===== src/rtl/fetch_unit.sv =====
// Instruction fetch for a 1-cycle synchronous imem: tags words with their address, resolves J-type jumps locally.
// Redirect/jump cost one bubble; stall holds the output by re-reading the same word.
module fetch_unit #(
   parameter logic [7:0] RESET_PC = 8'h00,
   parameter logic [5:0] J_OPCODE = 6'b000010
) (
   input  logic        clock,
   input  logic        reset_n,
   input  logic        stall,
   input  logic        redirect_valid,
   input  logic [7:0]  redirect_addr,
   input  logic [31:0] imem_q,
   output logic [7:0]  imem_addr,
   output logic [31:0] instr,
   output logic [7:0]  instr_pc,
   output logic        instr_valid,
   output logic [15:0] fetch_count
);

   typedef enum logic [1:0] {BOOT, RUN, SQUASH} state_t;

   state_t      state_q, state_d;
   logic [7:0]  pc_q, pc_d;
   logic [7:0]  tag_q, tag_d;
   logic [15:0] cnt_q, cnt_d;
   logic        hold;
   logic        accept;
   logic        jump;

   // imem_addr is built from registers and control inputs only, never from imem_q.
   assign hold        = (state_q == RUN) & stall & ~redirect_valid;
   assign imem_addr   = hold ? tag_q : pc_q;
   assign instr_valid = (state_q == RUN);
   assign instr       = imem_q;
   assign instr_pc    = tag_q;
   assign fetch_count = cnt_q;
   assign accept      = instr_valid & ~stall;
   assign jump        = accept & (imem_q[31:26] == J_OPCODE);

   always_comb begin
      state_d = state_q;
      pc_d    = pc_q;
      tag_d   = tag_q;
      cnt_d   = cnt_q;
      if (accept) begin
         cnt_d = cnt_q + 16'd1;
      end
      if (!hold) begin
         tag_d = imem_addr;
         if (redirect_valid) begin
            pc_d = redirect_addr;
         end else if (jump) begin
            pc_d = imem_q[7:0];
         end else begin
            pc_d = pc_q + 8'd1;
         end
         case (state_q)
            BOOT:    state_d = redirect_valid ? SQUASH : RUN;
            RUN:     state_d = (redirect_valid | jump) ? SQUASH : RUN;
            SQUASH:  state_d = redirect_valid ? SQUASH : RUN;
            default: state_d = BOOT;
         endcase
      end
   end

   always_ff @(posedge clock or negedge reset_n) begin
      if (!reset_n) begin
         state_q <= BOOT;
         pc_q    <= RESET_PC;
         tag_q   <= RESET_PC;
         cnt_q   <= 16'd0;
      end else begin
         state_q <= state_d;
         pc_q    <= pc_d;
         tag_q   <= tag_d;
         cnt_q   <= cnt_d;
      end
   end

endmodule


===== config.mk =====
export PLATFORM = sky130hd
export DESIGN_NAME = fetch_unit
export DESIGN_NICKNAME = d
export VERILOG_FILES = /design/src/rtl/fetch_unit.sv
export SDC_FILE = /design/constraint.sdc
export NUM_CORES = 1
export LEC_CHECK = 0
export ABC_CLOCK_PERIOD_IN_PS = 1500
export CAP_MARGIN = 20
export CORE_MARGIN = 2
export CORE_UTILIZATION = 35
export CTS_CLUSTER_SIZE = 10
export DETAILED_ROUTE_END_ITERATION = 12
export GPL_TIMING_DRIVEN = 0
export PLACE_DENSITY = 0.83
export REMOVE_ABC_BUFFERS = 1
export SETUP_SLACK_MARGIN = 0.05
export SYNTH_ARGS = -nofsm -noshare
export SYNTH_HDL_FRONTEND = slang
export SYNTH_SLANG_ARGS = --single-unit

===== constraint.sdc =====
create_clock -name clock -period 1.5 [get_ports clock]
set_input_delay 0.15 -clock clock [delete_from_list [all_inputs] [get_ports clock]]
set_output_delay 0.15 -clock clock [all_outputs]
set_load 0.05 [all_outputs]

==> results_dict.tcl, run 1 <==
set metrics [dict create \
    result_of_the_run "finished with violations" \
    failed_checks "setup timing" \
    max_cap_viol_count 0 \
    cp_data_required_time_ns 1.67 \
    async_flop_share_pct 100 \
    drt_iter0_drc 168 \
    timing.critical_path.fanout_max 7 \
    total_area_of_multi_input_combinational_cells_um2 1110 \
    synthSimpleGateAreaFrac_pct 22.7 \
    p_seq_share_pct 37.0 \
    netlist_area_um2 1940 \
    synth-main-ff-cell "dfrtp_1" \
    cts_buffers 5 \
    finalCritPeriodShare_pct 115 \
    rsz0062_at_grt "yes" \
    overflow 0 \
    post-route-worst-setup-slack_ns -0.232 \
    diodes 0 \
    power_total_uw 3300 \
    grt_start_max_net_pins 35 \
    crit_path_end_kind "flop" \
    synthDominantAreaCellType "dfrtp_1" \
    dieArea_um2 6150 \
    synthDistinctLibCells 37 \
    hp-class "input pin to output pin" \
    core_area_um2 5440 \
    post_synth_most_frequent_cells "nand2_1 (46), dfrtp_1 (34), buf_4 (33)" \
    power_density_nw_per_um2 1070 \
    fmax_ghz 0.578 \
    clock_insertion_delay_worst_skew_ns 0.29 \
    yosys.area_share.adder_pct 1.29 \
    critical_path.n_buffers_inverters 1 \
    via_count_of_the_first_global_routing_pass 1811 \
    finClkSkew_ns 0.00797 \
    antenna_left 0 \
    syn_area_per_cell_um2 9.41 \
    timing.critical_path.slowest_cell_delay_ns 0.46 \
    timing_worst_setup_path_type "flop to flop" \
    synthMostInstantiatedCell "nand2_1" \
    switchingPower_uw 1390 \
    drc_errors 0 \
    globalRouteTotalUtil_pct 18.2 \
    startpoint "state_q[1]" \
    timing.critical_path.from_type "flop" \
    reg2reg_from "state_q[1]" \
    postLayoutCoreUtil_pct 57.0 \
    internal_power_uw 1910 \
    routed_wirelength_um 6030 \
    ys_seq_area_share_pct 43.9 \
    clk_pin_slew_ns 0.07 \
    post_synth_edffs 0 \
    gate_count_of_the_mapped_netlist 206 \
    worst_ep_arrival_time_ns 1.91 \
    swShare_pct 42.1 \
    fillCellCount 446 \
    wl_per_cell_um 17.1 \
    vdd_ir_drop_max_v 0.000679 \
    yosysWarnings 0 \
    hp-start "imem_q[21]" \
    critical_path.cell_chain "buf_4, nor3b_4, and4b_2, mux2i_1, a32o_1" \
    comb_power_share_pct 41.7 \
    numClockSinks 34 \
    grt_first_pass_wirelength_um 8750 \
    crit_slowest_cell "dfrtp_2" \
    drt_pass1_iterations 4 \
    fin_worst_hold_slack_ns 0.300 \
    combinational_family_with_the_most_area_after_synthesis "simple AND/OR/NAND/NOR gates" \
    min_period_ns 1.73 \
    timing_hold_violations_final 0 \
    netlist.area_leader.share_pct 43.9 \
    power.clock.fraction_pct 21.3 \
    total_via_count_in_the_routed_design 1855 \
    floorplan.rows 27 \
    gp_congestion 0.818 \
    fin_nets 325 \
    portBuffers 72 \
    dp_hpwl_um 3500 \
    path_delay_family "simple AND/OR/NAND/NOR gates" \
    antenna_found_initial 0 \
    final_max_slew_viol_count 0 \
    floorplan.die.width_um 78.4 \
    synthMuxAreaShare_pct 1.10 \
    htree_levels 2 \
    synth_compound_area_share_pct 8.26 \
    root_buffer_cell "clkbuf_8" \
    synth_register_bits 34 \
    seqCellArea_um2 853 \
    timing.max_slew.rel_slack_pct 48.3 \
    layout-area-overhead-vs-synth_pct 59.8 \
    power_leakage_uw 0.00147 \
    post_synth_xor_area_fraction_pct 8.59 \
    drive_gt1_share_pct 35.0 \
    top_level_ports 109 \
    via_density_per_instance 5.27 \
    yosys-top-cells-area "dfrtp_1 (44%), buf_4 (13%), nand2_1 (8.9%)" \
    setup_failing_eps_final 26 \
    start_util_pct 35.6 \
    max-clock-path-buffers 2 \
    tightest_slew_ns 0.776 \
    clock_tree_from_tritoncts "yes" \
    die_h_um 78.4 \
]
per-layer routing:
metal / global-route usage [%] / part of all wire (%) / wire, µm
met5: 0 / 0 / 0
met3: 7.24 / 9.5 / 574
met2: 28.4 / 49 / 2970
met4: 7.72 / 2.2 / 134
met1: 22.4 / 39 / 2350
logic make-up (layout without fill, tap and decap cells):
group | Yosys count | in the layout
simple gates | 86 | 89
buf+inv | 40 | 111
flops | 34 | 34
compound gates | 23 | 23
xor+xnor | 19 | 19
fa+ha+maj | 2 | 2
mux | 2 | 2
flip-flops by register name (all words and copies together) (netlist names):
name and cells:
state_q 2, pc_q 8, instr_pc 8, fetch_count 16
cells in the final DEF (no fill, tap or decap), types with 3 or more instances in the layout:
cell type and n:
buf_4 18, dlygate4sd2_1 32, nand2_2 12, nor3_2 3, clkdlybuf4s15_1 4, nand3_1 6, inv_1 3, nand2_1 24
clkbuf_2 4, buf_8 7, xor2_1 7, nor2_1 5, nand4_1 3, clkbuf_8 6, a22oi_1 3, buf_6 11
dfrtp_1 32, xnor2_1 11, clkdlybuf4s50_1 22, a31oi_1 3, o22ai_1 4, nand2_4 10
stage by stage:
step                      instance area, µm²  TNS, ns  worst slack, ns  cells
after global routing                    3100    -5.23           -0.323    352
after floorplan                         1670    -1.21           -0.166    169
final                                   3100    -3.22           -0.232    352
after CTS                               2830    -1.77           -0.163    338
after detailed placement                2480   -22.17            -1.26    313
after global placement                  2480   -34.58            -1.23    313
cell type report:
type / count / share of cell area (%)
multi-input combinational: 135 / 35.8
timing repair buffer: 100 / 30.3
sequential: 34 / 27.5
tap: 72 / 2.91
clock buffer: 6 / 2.67
clock inverter: 2 / 0.404
inverter: 3 / 0.363
power groups by stage:
stage,Sequential (µW),Combinational [µW],Clock [µW]
after floorplan,1510,397,0
after global placement,1200,1230,0
after detailed placement,1210,1250,0
after CTS,1200,1270,709
after global routing,1240,1450,763
final,1220,1380,705
worst paths after layout:
path	slack [ns]	depth (start not counted)	to
min	0.30	0	instr[21]
min in group asynchronous	0.47	2	state_q[1]
max in group asynchronous	0.49	2	state_q[0]
max	-0.23	5	pc_q[7]
max reg2reg	-0.23	5	pc_q[7]
min reg2reg	0.47	1	fetch_count[15]
timing repair:
| action | in CTS | in global routing |
|---|---|---|
| endpoints found under the setup margin | 70 | 37 |
| setup buffers | 14 | 13 |
| hold endpoints to repair | 34 | 0 |
| gates resized for setup | 143 | 52 |
| hold buffers | 1 | 0 |
| pin swaps | 19 | 26 |
| gates cloned | 2 | 1 |
No activity file was read; power rests on OpenSTA's default activity.
==> run 2: changes to the inputs <==
--- a/config.mk
+++ b/config.mk
@@ -5,14 +5,15 @@
 export SDC_FILE = /design/constraint.sdc
 export NUM_CORES = 1
 export LEC_CHECK = 0
-export ABC_CLOCK_PERIOD_IN_PS = 1500
+export ABC_CLOCK_PERIOD_IN_PS = 1700
 export CAP_MARGIN = 20
 export CORE_MARGIN = 2
-export CORE_UTILIZATION = 35
+export CORE_UTILIZATION = 39
 export CTS_CLUSTER_SIZE = 10
 export DETAILED_ROUTE_END_ITERATION = 12
+export GPL_ROUTABILITY_DRIVEN = 0
 export GPL_TIMING_DRIVEN = 0
-export PLACE_DENSITY = 0.83
+export PLACE_DENSITY = 0.81
 export REMOVE_ABC_BUFFERS = 1
 export SETUP_SLACK_MARGIN = 0.05
 export SYNTH_ARGS = -nofsm -noshare
==> constraint.sdc (replaced) <==
create_clock -name clock -period 1.7 [get_ports clock]
set_input_delay 0.17 -clock clock [delete_from_list [all_inputs] [get_ports clock]]
set_output_delay 0.17 -clock clock [all_outputs]
set_load 0.05 [all_outputs]
==> run 2 against run 1 <==
Against the previous run:
- the flow now finishes without violations
- hold slack worse by 0.039 ns
- sequential share of layout area grew 1.8 points
- first-iteration DRC count shrank 18%
- critical endpoint is now imem_addr[5]
- sequential power shrank 13%
- highest routed layer unchanged
- power fell by 14%
==> results_dict.tcl, run 2 (synthesized netlist as in run 1, its figures left out) <==
set metrics [dict create \
    result_of_the_run "completed" \
    met1_track_utilization_from_global_routing_pct 24.9 \
    min_period_ns 1.70 \
    layout_commonest_cell "nand2_1" \
    timing_worst_setup_path_type "flop to output pin" \
    clk_pin_slew_ns 0.07 \
    htree_levels 2 \
    drt_pass1_iterations 4 \
    floorplan.rows 25 \
    timing.max_slew.rel_slack_pct 48.4 \
    comb_power_share_pct 40.8 \
    total_via_count_in_the_routed_design 1756 \
    overflow 0 \
    grt_first_pass_wirelength_um 7690 \
    grt_start_max_net_pins 35 \
    setup_failing_eps_final 0 \
    timing.critical_path.from_type "flop" \
    tightest_slew_ns 0.774 \
    drive_gt1_share_pct 25.4 \
    vdd_ir_drop_max_v 0.000726 \
    timing.critical_path.fanout_max 7 \
    hp-class "input pin to flop" \
    power_total_uw 2850 \
    final_max_slew_viol_count 0 \
    die_h_um 74.5 \
    crit_path_end_kind "output pin" \
    finClkSkew_ns 0.00410 \
    rsz0062_at_grt "yes" \
    layout-area-overhead-vs-synth_pct 50.0 \
    p_seq_share_pct 37.3 \
    timing.critical_path.slowest_cell_delay_ns 0.47 \
    routed_wirelength_um 5450 \
    via_density_per_instance 5.18 \
    place.detailed.instances 308 \
    top_level_ports 109 \
    grt_util_met3_pct 6.78 \
    numClockSinks 34 \
    max_cap_viol_count 0 \
    timing_hold_violations_final 0 \
    start_util_pct 40.8 \
    finish.instance_area_um2 2910 \
    global_route.usage.met2_pct 26.5 \
    clock_insertion_delay_worst_skew_ns 0.28 \
    drc_errors 0 \
    root_buffer_cell "clkbuf_8" \
    switchingPower_uw 1180 \
    wl_per_cell_um 16.1 \
    power_density_nw_per_um2 979 \
    globalRouteTotalUtil_pct 18.7 \
    postLayoutCoreUtil_pct 61.2 \
    fmax_ghz 0.590 \
    power_leakage_uw 0.00149 \
    critical_path.cell_chain "and4bb_4, nand2_2, nand2_2, buf_8" \
    fin_worst_hold_slack_ns 0.262 \
    swShare_pct 41.4 \
    internal_power_uw 1670 \
    dpl_cell_area_um2 2470 \
    antenna_left 0 \
    cp_data_required_time_ns 1.53 \
    floorplan.die.width_um 74.5 \
    final_cell_mix "nand2_1 (33), dfrtp_1 (32), clkdlybuf4s50_1 (24)" \
    worst_ep_arrival_time_ns 1.53 \
    drt_iter0_drc 138 \
    final_cells 339 \
    finalCritPeriodShare_pct 99.7 \
    fin_nets 317 \
    diodes 0 \
    core_area_um2 4750 \
    dieArea_um2 5550 \
    portBuffers 72 \
    gr-max-usage-layer "met2" \
    max-clock-path-buffers 2 \
    crit_slowest_cell "dfrtp_2" \
    largest_register_ff_count 16 \
    antenna_found_initial 0 \
    via_count_of_the_first_global_routing_pass 1620 \
    critPathMostFrequentCell "nand2_2" \
    clock_tree_from_tritoncts "yes" \
    power.clock.fraction_pct 21.9 \
    dp_hpwl_um 3430 \
    cts_buffers 5 \
]
[run 2: cell types whose count changed in the layout (fill, tap and decap cells not counted), sizes merged, moves of 2 or more]
cell / previous run / this run
buf: 37 / 30
dlygate4sd2: 32 / 23
clkbuf: 10 / 7
clkdlybuf4s15: 4 / 1
dlymetal6s2s: 0 / 14
clkdlybuf4s50: 22 / 24
[run 2: worst paths after layout]
kind,startpoint,end,slack [ns],cells after the start
max in group asynchronous,reset_n,state_q[0],0.66,2
max,state_q[1],imem_addr[5],0.004,4
min reg2reg,fetch_count[15],fetch_count[15],0.47,1
min in group asynchronous,reset_n,instr_pc[4],0.49,2
min,redirect_valid,state_q[0],0.26,2
max reg2reg,state_q[1],pc_q[6],0.09,7
[run 2: area by class of cell]
cell class,count,area (µm²)
fill,408,1850
multi-input combinational,133,937
timing repair buffer,94,927
sequential,34,853
tap,67,83.8
clock buffer,6,82.6
clock inverter,2,12.5
inverter,3,11.3
[run 2: per-layer routing]
metal / wire [µm] / vias up / share of wire (%)
met2: 2520 / 114 / 46
met3: 464 / 16 / 8.5
met5: 0 / - / 0
li1: - / 814 / -
met1: 2280 / 812 / 42
met4: 176 / 0 / 3.2
[run 2: power groups by stage]
| stage | logic [µW] | clock network, µW | registers, µW |
|---|---|---|---|
| final | 1160 | 624 | 1060 |
| after detailed placement | 1100 | 0 | 1070 |
| after global routing | 1220 | 666 | 1080 |
| after CTS | 1120 | 634 | 1050 |
| after floorplan | 350 | 0 | 1330 |
| after global placement | 1090 | 0 | 1060 |
[run 2: per-stage QoR]
step | worst slack [ns] | TNS (ns)
6_report | 0.00441 | 0
3_5_place_dp | -1.11 | -14.95
3_3_place_gp | -1.13 | -23.35
2_1_floorplan | 0.0344 | 0
4_1_cts | -0.0194 | -0.0376
5_1_grt | -0.0486 | -0.222
[run 2: worst max-delay path: cells and delay by family (launching register included)]
family / cells / cell delay, ns
and+or+nand+nor: 3 / 0.63
DFF: 1 / 0.47
buffers and inverters: 1 / 0.14
[run 2: what timing repair did]
item / 4_1_cts / 5_1_grt
hold buffers: 1 / 0
endpoints found under the setup margin: 44 / 24
gates cloned: 1 / 0
gates resized for setup: 107 / 28
setup buffers: 13 / 8
hold endpoints to repair: 34 / 0
pin swaps: 7 / 11
